File: src/rtl/lockout_if.sv
// Bundle between the lock FSM and its brute-force guard: check results and entry
// requests in, entry grant plus lockout status out to the lock FSM and SSD/LED path.
interface lockout_if #(
  parameter int REM_W = 10
);
  logic             tick;
  logic             chk_valid;
  logic             chk_ok;
  logic             entry_req;
  logic             entry_gnt;
  logic             lockout;
  logic [REM_W-1:0] remain;
  logic [3:0]       fail_cnt;
  logic [1:0]       level;
  logic             alarm;

  modport master (
    output tick, chk_valid, chk_ok, entry_req,
    input  entry_gnt, lockout, remain, fail_cnt, level, alarm
  );

  modport slave (
    input  tick, chk_valid, chk_ok, entry_req,
    output entry_gnt, lockout, remain, fail_cnt, level, alarm
  );
endinterface

File: src/rtl/lockout_ctrl.sv
// Brute-force guard for the 4-digit lock: counts consecutive failed checks and
// enforces a tick-timed lockout whose length doubles per escalation level (max 3).
module lockout_ctrl #(
  parameter int MAX_TRIES = 3,
  parameter int LOCK_SECS = 10,
  parameter int REM_W     = 10
) (
  input  logic    clk,
  input  logic    rst,
  lockout_if.slave bus
);

  typedef enum logic [1:0] {
    READY   = 2'b01,
    LOCKOUT = 2'b10
  } state_t;

  localparam logic [3:0]       MAX_T = 4'(MAX_TRIES);
  localparam logic [REM_W-1:0] BASE  = REM_W'(LOCK_SECS);
  localparam logic [REM_W-1:0] ONE   = {{(REM_W-1){1'b0}}, 1'b1};

  state_t           state_r;
  logic             entry_gnt_r;
  logic             lockout_r;
  logic             alarm_r;
  logic [REM_W-1:0] remain_r;
  logic [3:0]       fail_cnt_r;
  logic [1:0]       level_r;
  logic [3:0]       fail_nxt_s;
  logic             trip_s;

  function automatic logic [1:0] level_inc(input logic [1:0] lv);
    return (lv == 2'd3) ? 2'd3 : lv + 2'd1;
  endfunction

  assign fail_nxt_s = fail_cnt_r + 4'd1;
  assign trip_s     = bus.chk_valid & ~bus.chk_ok & (fail_nxt_s >= MAX_T);

  // Guard FSM with all status outputs registered alongside the state.
  always_ff @(posedge clk or negedge rst) begin
    if (!rst) begin
      state_r     <= READY;
      entry_gnt_r <= 1'b0;
      lockout_r   <= 1'b0;
      alarm_r     <= 1'b0;
      remain_r    <= '0;
      fail_cnt_r  <= 4'd0;
      level_r     <= 2'd0;
    end else begin
      case (state_r)
        READY: begin
          alarm_r <= 1'b0;
          if (trip_s) begin
            // Remain uses the pre-escalation level; a same-edge request is dropped.
            state_r     <= LOCKOUT;
            lockout_r   <= 1'b1;
            alarm_r     <= 1'b1;
            entry_gnt_r <= 1'b0;
            remain_r    <= BASE << level_r;
            level_r     <= level_inc(level_r);
            fail_cnt_r  <= 4'd0;
          end else begin
            entry_gnt_r <= bus.entry_req;
            lockout_r   <= 1'b0;
            remain_r    <= '0;
            if (bus.chk_valid) begin
              if (bus.chk_ok) begin
                fail_cnt_r <= 4'd0;
                level_r    <= 2'd0;
              end else begin
                fail_cnt_r <= fail_nxt_s;
              end
            end
          end
        end
        LOCKOUT: begin
          entry_gnt_r <= 1'b0;
          alarm_r     <= 1'b0;
          fail_cnt_r  <= 4'd0;
          if (bus.tick) begin
            if (remain_r > ONE) begin
              remain_r <= remain_r - ONE;
            end else begin
              remain_r  <= '0;
              lockout_r <= 1'b0;
              state_r   <= READY;
            end
          end
        end
        default: begin
          state_r     <= READY;
          entry_gnt_r <= 1'b0;
          lockout_r   <= 1'b0;
          alarm_r     <= 1'b0;
          remain_r    <= '0;
          fail_cnt_r  <= 4'd0;
        end
      endcase
    end
  end

  assign bus.entry_gnt = entry_gnt_r;
  assign bus.lockout   = lockout_r;
  assign bus.alarm     = alarm_r;
  assign bus.remain    = remain_r;
  assign bus.fail_cnt  = fail_cnt_r;
  assign bus.level     = level_r;

endmodule

File: src/flat_wrapper.sv
// flat-port wrapper written by rule: the top's interface ports become plain ports
module lockout_ctrl_flat 
#(
  parameter int MAX_TRIES = 3,
  parameter int LOCK_SECS = 10,
  parameter int REM_W     = 10
)
  (clk, rst, bus_tick, bus_chk_valid, bus_chk_ok, bus_entry_req, bus_entry_gnt, bus_lockout, bus_remain, bus_fail_cnt, bus_level, bus_alarm);
  lockout_if #(.REM_W(REM_W)) bus_i ();
  input  logic clk;
  input  logic rst;
  input wire logic [$bits(bus_i.tick)-1:0] bus_tick;
  input wire logic [$bits(bus_i.chk_valid)-1:0] bus_chk_valid;
  input wire logic [$bits(bus_i.chk_ok)-1:0] bus_chk_ok;
  input wire logic [$bits(bus_i.entry_req)-1:0] bus_entry_req;
  output wire logic [$bits(bus_i.entry_gnt)-1:0] bus_entry_gnt;
  output wire logic [$bits(bus_i.lockout)-1:0] bus_lockout;
  output wire logic [$bits(bus_i.remain)-1:0] bus_remain;
  output wire logic [$bits(bus_i.fail_cnt)-1:0] bus_fail_cnt;
  output wire logic [$bits(bus_i.level)-1:0] bus_level;
  output wire logic [$bits(bus_i.alarm)-1:0] bus_alarm;
  assign bus_i.tick = bus_tick;
  assign bus_i.chk_valid = bus_chk_valid;
  assign bus_i.chk_ok = bus_chk_ok;
  assign bus_i.entry_req = bus_entry_req;
  assign bus_entry_gnt = bus_i.entry_gnt;
  assign bus_lockout = bus_i.lockout;
  assign bus_remain = bus_i.remain;
  assign bus_fail_cnt = bus_i.fail_cnt;
  assign bus_level = bus_i.level;
  assign bus_alarm = bus_i.alarm;
  lockout_ctrl #(.MAX_TRIES(MAX_TRIES), .LOCK_SECS(LOCK_SECS), .REM_W(REM_W)) u_core (.clk(clk), .rst(rst), .bus(bus_i));
endmodule
File: config.mk
export PLATFORM = sky130hd
export DESIGN_NAME = lockout_ctrl_flat
export DESIGN_NICKNAME = d
export VERILOG_FILES = /design/src/rtl/lockout_if.sv /design/src/rtl/lockout_ctrl.sv /design/src/flat_wrapper.sv
export SDC_FILE = /design/constraint.sdc
export NUM_CORES = 1
export LEC_CHECK = 0
export CORE_MARGIN = 1.5
export CORE_UTILIZATION = 45
export DETAILED_ROUTE_END_ITERATION = 10
export HOLD_SLACK_MARGIN = 0.03
export PLACE_DENSITY = 0.76
export SLEW_MARGIN = 20
export SYNTH_ARGS = -nofsm -noshare
export SYNTH_HDL_FRONTEND = slang
export SYNTH_SLANG_ARGS = --single-unit
File: constraint.sdc
create_clock -name clk -period 1.73 [get_ports clk]
set_clock_uncertainty 0.05 [all_clocks]
set_input_delay 0.4325 -clock clk [delete_from_list [all_inputs] [get_ports clk]]
set_output_delay 0.4325 -clock clk [all_outputs]
set_load 0.02 [all_outputs]
==> results of run 1 <==
[metal layers]
metal	GRT usage	wire (um)
met1	0.3310	1636
met2	0.4623	1862
met5	0	0
met3	0.03825	169
met4	0.1292	119
[kinds of logic after synthesis]
kind of cell	count (synthesis)	share of synthesized area
adder cells (fa/ha/maj)	6	0.06243
buffers and inverters	11	0.04162
flip-flops	21	0.4381
XOR/XNOR	1	0.007285
AO/OA/AOI/OAI	34	0.2071
AND/OR/NAND/NOR	51	0.2435
[cells in the mapped netlist (all sizes together)]
cell / number
a21bo: 1
a21boi: 1
a21oi: 6
a31oi: 1
a32o: 2
a41oi: 1
and3: 4
and3b: 1
buf: 2
clkbuf: 1
dfrtp: 20
dfstp: 1
ha: 6
inv: 8
nand2: 12
nand2b: 2
nand3: 1
nand3b: 2
nor2: 8
nor2b: 3
nor3: 7
nor3b: 1
nor4: 2
nor4b: 2
o211ai: 1
o21a: 3
o21ai: 9
o21bai: 1
o221ai: 2
o22a: 1
o311a: 1
o311ai: 2
o31ai: 2
or3: 2
or3b: 1
or4: 2
or4bb: 1
xor2: 1
[area by class of cell]
| cell class | instances | area [um^2] |
|---|---|---|
| Clock buffer | 3 | 22.52 |
| Clock inverter | 1 | 5.005 |
| Fill cell | 133 | 451.7 |
| Inverter | 8 | 30.03 |
| Multi-Input combinational cell | 92 | 847.1 |
| Sequential cell | 21 | 534.3 |
| Tap cell | 30 | 37.54 |
| Timing Repair Buffer | 67 | 571.8 |
[per-stage QoR]
| step | instance area, um^2 | TNS, ns | instances | utilization |
|---|---|---|---|---|
| after floorplan | 1261 | -1.259 | 124 | - |
| after global placement | 1760 | -2.519 | 208 | 0.7042 |
| after detailed placement | 1760 | -3.291 | 208 | 0.7042 |
| after CTS | 1949 | -0.9695 | 216 | 0.7798 |
| after global routing | 2048 | -2.706 | 222 | 0.8193 |
| final | 2048 | -1.371 | 222 | 0.8193 |
[cell usage in the layout, fill, tap and decap left out, types with 5 or more instances in the layout]
cell             count
dfrtp_2              6
buf_4               35
o21ai_1              5
nand2_1             10
clkdlybuf4s50_1      5
dfrtp_1             14
dlygate4sd2_1       15
buf_6                8
ha_4                 5
nor2_1               6
[worst paths after layout]
check | end | slack (ns)
min | u_core.bus.remain[9] | 0.41
max reg2reg | u_core.bus.remain[6] | -0.20
min in group clk | u_core.bus.lockout | 0.46
max in group asynchronous | u_core.state_r[0] | 0.94
max | u_core.bus.remain[6] | -0.20
min reg2reg | u_core.bus.lockout | 0.46
[what timing repair did]
item,4_1_cts,5_1_grt
gates cloned,0,0
gates resized for setup,53,17
hold buffers,0,0
pin swaps,9,5
endpoints found under the setup margin,32,21
buffers inserted,4,6
[registers in the layout, indices dropped and copies added, names as in the netlist]
signal                flops
u_core.bus.alarm          1
u_core.bus.entry_gnt      1
u_core.bus.lockout        1
u_core.bus.fail_cnt       4
u_core.bus.remain        10
u_core.bus.level          2
u_core.state_r            2
[report_power, final]
part | total [mW] | internal [mW] | switching (mW)
sequential | 0.667 | 0.581 | 0.0865
combinational | 1.09 | 0.551 | 0.537
clock | 0.233 | 0.0859 | 0.147
==> summary.txt, run 1 <==
Status -> finished with violations
Failing checks -> setup timing
Setup crit end kind -> flop
First-pass GRT wire length -> 5637 um
Peak Freq -> 518.0 MHz
Critical path type -> reg2reg
Routed WL -> 3788 um
Sequential share of the synthesized area -> 0.4381
Initial antenna violation count -> 0
Clock Pin Slew Worst Setup and Hold Paths -> 0.12 ns
GRT Overall Usage -> 0.2703
Worst Setup SP -> u_core.bus.remain[4]
Die area -> 2991 um^2
Via Count -> 1296
Number of remaining DRC errors -> 0
GPL Wtd Cong -> 0.8520
# setup viols final -> 13
Share of layout cells above drive strength 1 -> 0.4792
Syn. warnings -> 0
Crit path time final -> 1.931 ns
Post-synth top area share -> 0.4162
Rows -> 18
Number of max-cap violations -> 0
Synthesized cell area -> 1202 um^2
Core Footprint -> 2500 um^2
Initial core utilization -> 0.4810
CTS H-tree lvls -> 1
Synth area leaders -> dfrtp_1, ha_1, nand2_1, nor3_1, a21oi_1
Antenna Cells -> 0
Yosys top cell by area -> dfrtp_1
Nets@finish -> 205
Detail Placement HPWL -> 2478 um
Worst Path Max Fanout -> 5
Antenna-violating nets left -> 0
Highest ir drop seen on vdd -> 0.001124 V
TritonRoute pass-1 iters -> 4
Mapped Cells -> 124
DR WL/cell -> 17.06 um
Pleak -> 1.025 nW
Headroom to the max-slew limit -> 0.6809
Clk sinks -> 21
Skew-Pair Late Insertion Delay -> 0.29 ns
Largest net degree at the start of global routing -> 22
Final Power -> 1.988 mW
Crit-path cells -> or4_4, o311ai_4, buf_6, nor2_2, o21ai_2, o211ai_1
Post-synthesis register bit count -> 21
CTS root buffer -> clkbuf_4
Cell count along the critical path -> 6
Family with the most delay on the worst path -> simple AND/OR/NAND/NOR gates
# IOs -> 25
Critical Path RT -> 1.86 ns
RSZ-0062 raised after global routing -> yes
Tightest Pin Transition -> 0.4777 ns
CP arrival -> 2.06 ns
Vias/cell -> 5.838
Die Wd -> 54.69 um
Die Ht -> 54.69 um
Syn nets -> 136
R2R depth -> 6
Grt ovf -> 0
Fin crit share -> 1.116
Num CTS Buffers -> 3
Critical Path Start Type -> flop
Pre-CTS setup slack -> -0.4135 ns
Syn Area/Cell -> 9.697 um^2
R2r startpoint -> u_core.bus.remain[4]
DR iter-0 viols -> 20
Max clock buf depth -> 2
Worst path max stage delay -> 0.57 ns
Count of cell types in the netlist -> 45
Vias in the first global route -> 1236
Hold WC Path Type -> in2async
Worst setup margin -> -0.2006 ns
PwrDens -> 970.8 nW/um^2
TritonCTS clock tree -> built
Hold slack -> 0.4082 ns
Area growth from synthesis to layout -> 70.34%
Port-buffer cells -> 24
Final Hold Viols -> 0
Final slew viol count -> 0
WP buf/inv -> 1
Slowest-stage cell, CP -> or4_4
No activity file was read; power rests on OpenSTA's default activity.
==> run 2, diff against run 1 <==
Settings changed: MAX_ROUTING_LAYER set to met4.
==> summary.txt, run 2 (synthesis gave the netlist of run 1 again) <==
GRT Overall Usage -> 0.2791 (+0.008739)
Hold_buf cts -> 0 (unchanged)
Clock Pin Slew Worst Setup and Hold Paths -> 0.12 ns (about the same)
Multi-input gate area -> 872.1 um^2 (+3.0%)
Headroom to the max-slew limit -> 0.6989 (+0.01804)
Internal Power -> 1.220 mW (+0.18%)
Skew-Pair Late Insertion Delay -> 0.30 ns (about the same)
Grt ovf -> 0 (unchanged)
GPL Wtd Cong -> 0.8995 (+5.6%)
DR WL/cell -> 17.08 um (+0.11%)
Tightest Pin Transition -> 0.4507 ns (-0.02700 ns)
Post-Route Utilization -> 0.8283 (+0.009009)
Commonest non-fill, non-tap cell in the layout -> buf_4
Antenna Cells -> 0 (unchanged)
Worst Path Max Fanout -> 6 (+1)
Peak Freq -> 515.1 MHz (-0.56%)
Filler cell count -> 129 (-3.0%)
Worst setup margin -> -0.2115 ns (-0.01094 ns)
Clk network pwr share -> 0.121 (+0.004)
Die area -> 2991 um^2 (unchanged)
CTS H-tree lvls -> 1 (unchanged)
Largest net degree at the start of global routing -> 22 (unchanged)
Share of layout cells above drive strength 1 -> 0.4948 (+0.01563)
Die Wd -> 54.69 um (unchanged)
Final slew viol count -> 0 (unchanged)
Via Count -> 1276 (-1.5%)
Clk sinks -> 21 (unchanged)
TritonCTS clock tree -> built
Critical Path Start Type -> flop
RSZ-0062 raised after global routing -> yes
Port-buffer cells -> 24 (unchanged)
PwrDens -> 961.0 nW/um^2 (-1.0%)
Vias in the first global route -> 1202 (-2.8%)
Critical Path RT -> 1.86 ns (about the same)
Logic pwr share -> 0.542 (-0.005)
# IOs -> 25 (unchanged)
Placed Area -> 1753 um^2 (-0.43%)
Highest ir drop seen on vdd -> 0.0009687 V (-14%)
Setup crit end kind -> flop
Num CTS Buffers -> 3 (unchanged)
Design area -> 2071 um^2 (+1.1%)
Reg-to-reg setup timing slack -> -0.21 ns (about the same)
Setup TNS -> -1.489 ns (-0.1186 ns)
Status -> finished with violations
CP arrival -> 2.07 ns (about the same)
Worst Setup SP -> u_core.bus.remain[5]
Initial core utilization -> 0.4810 (unchanged)
Detail Placement HPWL -> 2508 um (+1.2%)
Routed WL -> 3792 um (+0.11%)
Number of remaining DRC errors -> 0 (unchanged)
Final Hold Viols -> 0 (unchanged)
Die Ht -> 54.69 um (unchanged)
Largest register FFs -> 10 (unchanged)
DR iter-0 viols -> 31 (+55%)
Pleak -> 1.010 nW (-1.5%)
Reg power frac -> 0.337 (about the same)
Rows -> 18 (unchanged)
Net switching power -> 0.7701 mW (about the same)
Core Footprint -> 2500 um^2 (unchanged)
Initial antenna violation count -> 0 (unchanged)
Antenna-violating nets left -> 0 (unchanged)
Critical path type -> reg2reg
FF/Latch Area -> 534.3 um^2 (unchanged)
Crit path time final -> 1.942 ns (+0.01094 ns)
Number of max-cap violations -> 0 (unchanged)
Nets@finish -> 205 (unchanged)
Fin crit share -> 1.122 (+0.006324)
Hold WC Path Type -> in2async
R2r startpoint -> u_core.bus.remain[5]
CTS root buffer -> clkbuf_4
TritonRoute pass-1 iters -> 4 (unchanged)
# setup viols final -> 13 (unchanged)
Failing checks -> setup timing
First-pass GRT wire length -> 5733 um (+1.7%)
Sw Ratio -> 0.3870 (-0.0005482)
Max clock buf depth -> 2 (unchanged)
Area growth from synthesis to layout -> 72.22%
Vias/cell -> 5.748 (-1.5%)
Most frequent cells in the layout -> buf_4, dlygate4sd2_1, dfrtp_1
[run 2: layer usage]
layer	GRT usage	vias to the layer above	share of wire
met4	0.06250	0	0.018
met1	0.3282	628	0.41
met2	0.4980	37	0.53
met3	0.04098	10	0.034
li1	-	601	-
met5	-	-	0
[run 2: per-stage QoR]
step / std cells / power (mW) / hold WS, ns / setup WS (ns)
finish: 222 / 1.990 / 0.4039 / -0.2115
global route: 222 / 2.108 / 0.4611 / -0.2778
CTS: 217 / 1.866 / 0.4127 / -0.1582
detailed placement: 207 / 1.517 / 0.4310 / -0.3846
global placement: 207 / 1.499 / 0.4122 / -0.3373
floorplan: 124 / 1.140 / 0.08691 / -0.1785
[run 2: repair_timing]
| action | in CTS | in global routing |
|---|---|---|
| setup endpoints to repair | 32 | 17 |
| gates resized for setup | 52 | 23 |
| pin swaps | 8 | 7 |
| setup buffers | 6 | 5 |
[run 2: final cells by class]
cell class                 instances  share of cell area
sequential                        21              0.2580
inverter                           8             0.01450
timing repair buffer              67              0.2755
multi-input combinational         92              0.4211
tap                               30             0.01813
clock buffer                       4             0.01269
[run 2: worst max-delay path: stages (launching register included)]
cell      delay, ns
dfrtp_2        0.42
or4_4          0.59
o311ai_4       0.28
buf_6          0.19
nor2_4         0.04
o21ai_2        0.15
o211ai_1       0.11
[run 2: path summary, 6_finish.rpt]
| kind | endpoint | depth (start not counted) |
|---|---|---|
| min in group clk | u_core.bus.lockout | 2 |
| max | u_core.bus.remain[6] | 6 |
| max in group asynchronous | u_core.state_r[0] | 2 |
| max reg2reg | u_core.bus.remain[6] | 6 |
| min reg2reg | u_core.bus.lockout | 2 |
| min | u_core.bus.remain[9] | 2 |
[run 2: power groups by stage]
stage / clock, mW / sequential [mW] / combinational [mW]
floorplan: 0 / 0.730 / 0.409
global placement: 0 / 0.654 / 0.844
detailed placement: 0 / 0.659 / 0.858
CTS: 0.245 / 0.665 / 0.956
global route: 0.260 / 0.681 / 1.17
finish: 0.240 / 0.671 / 1.08
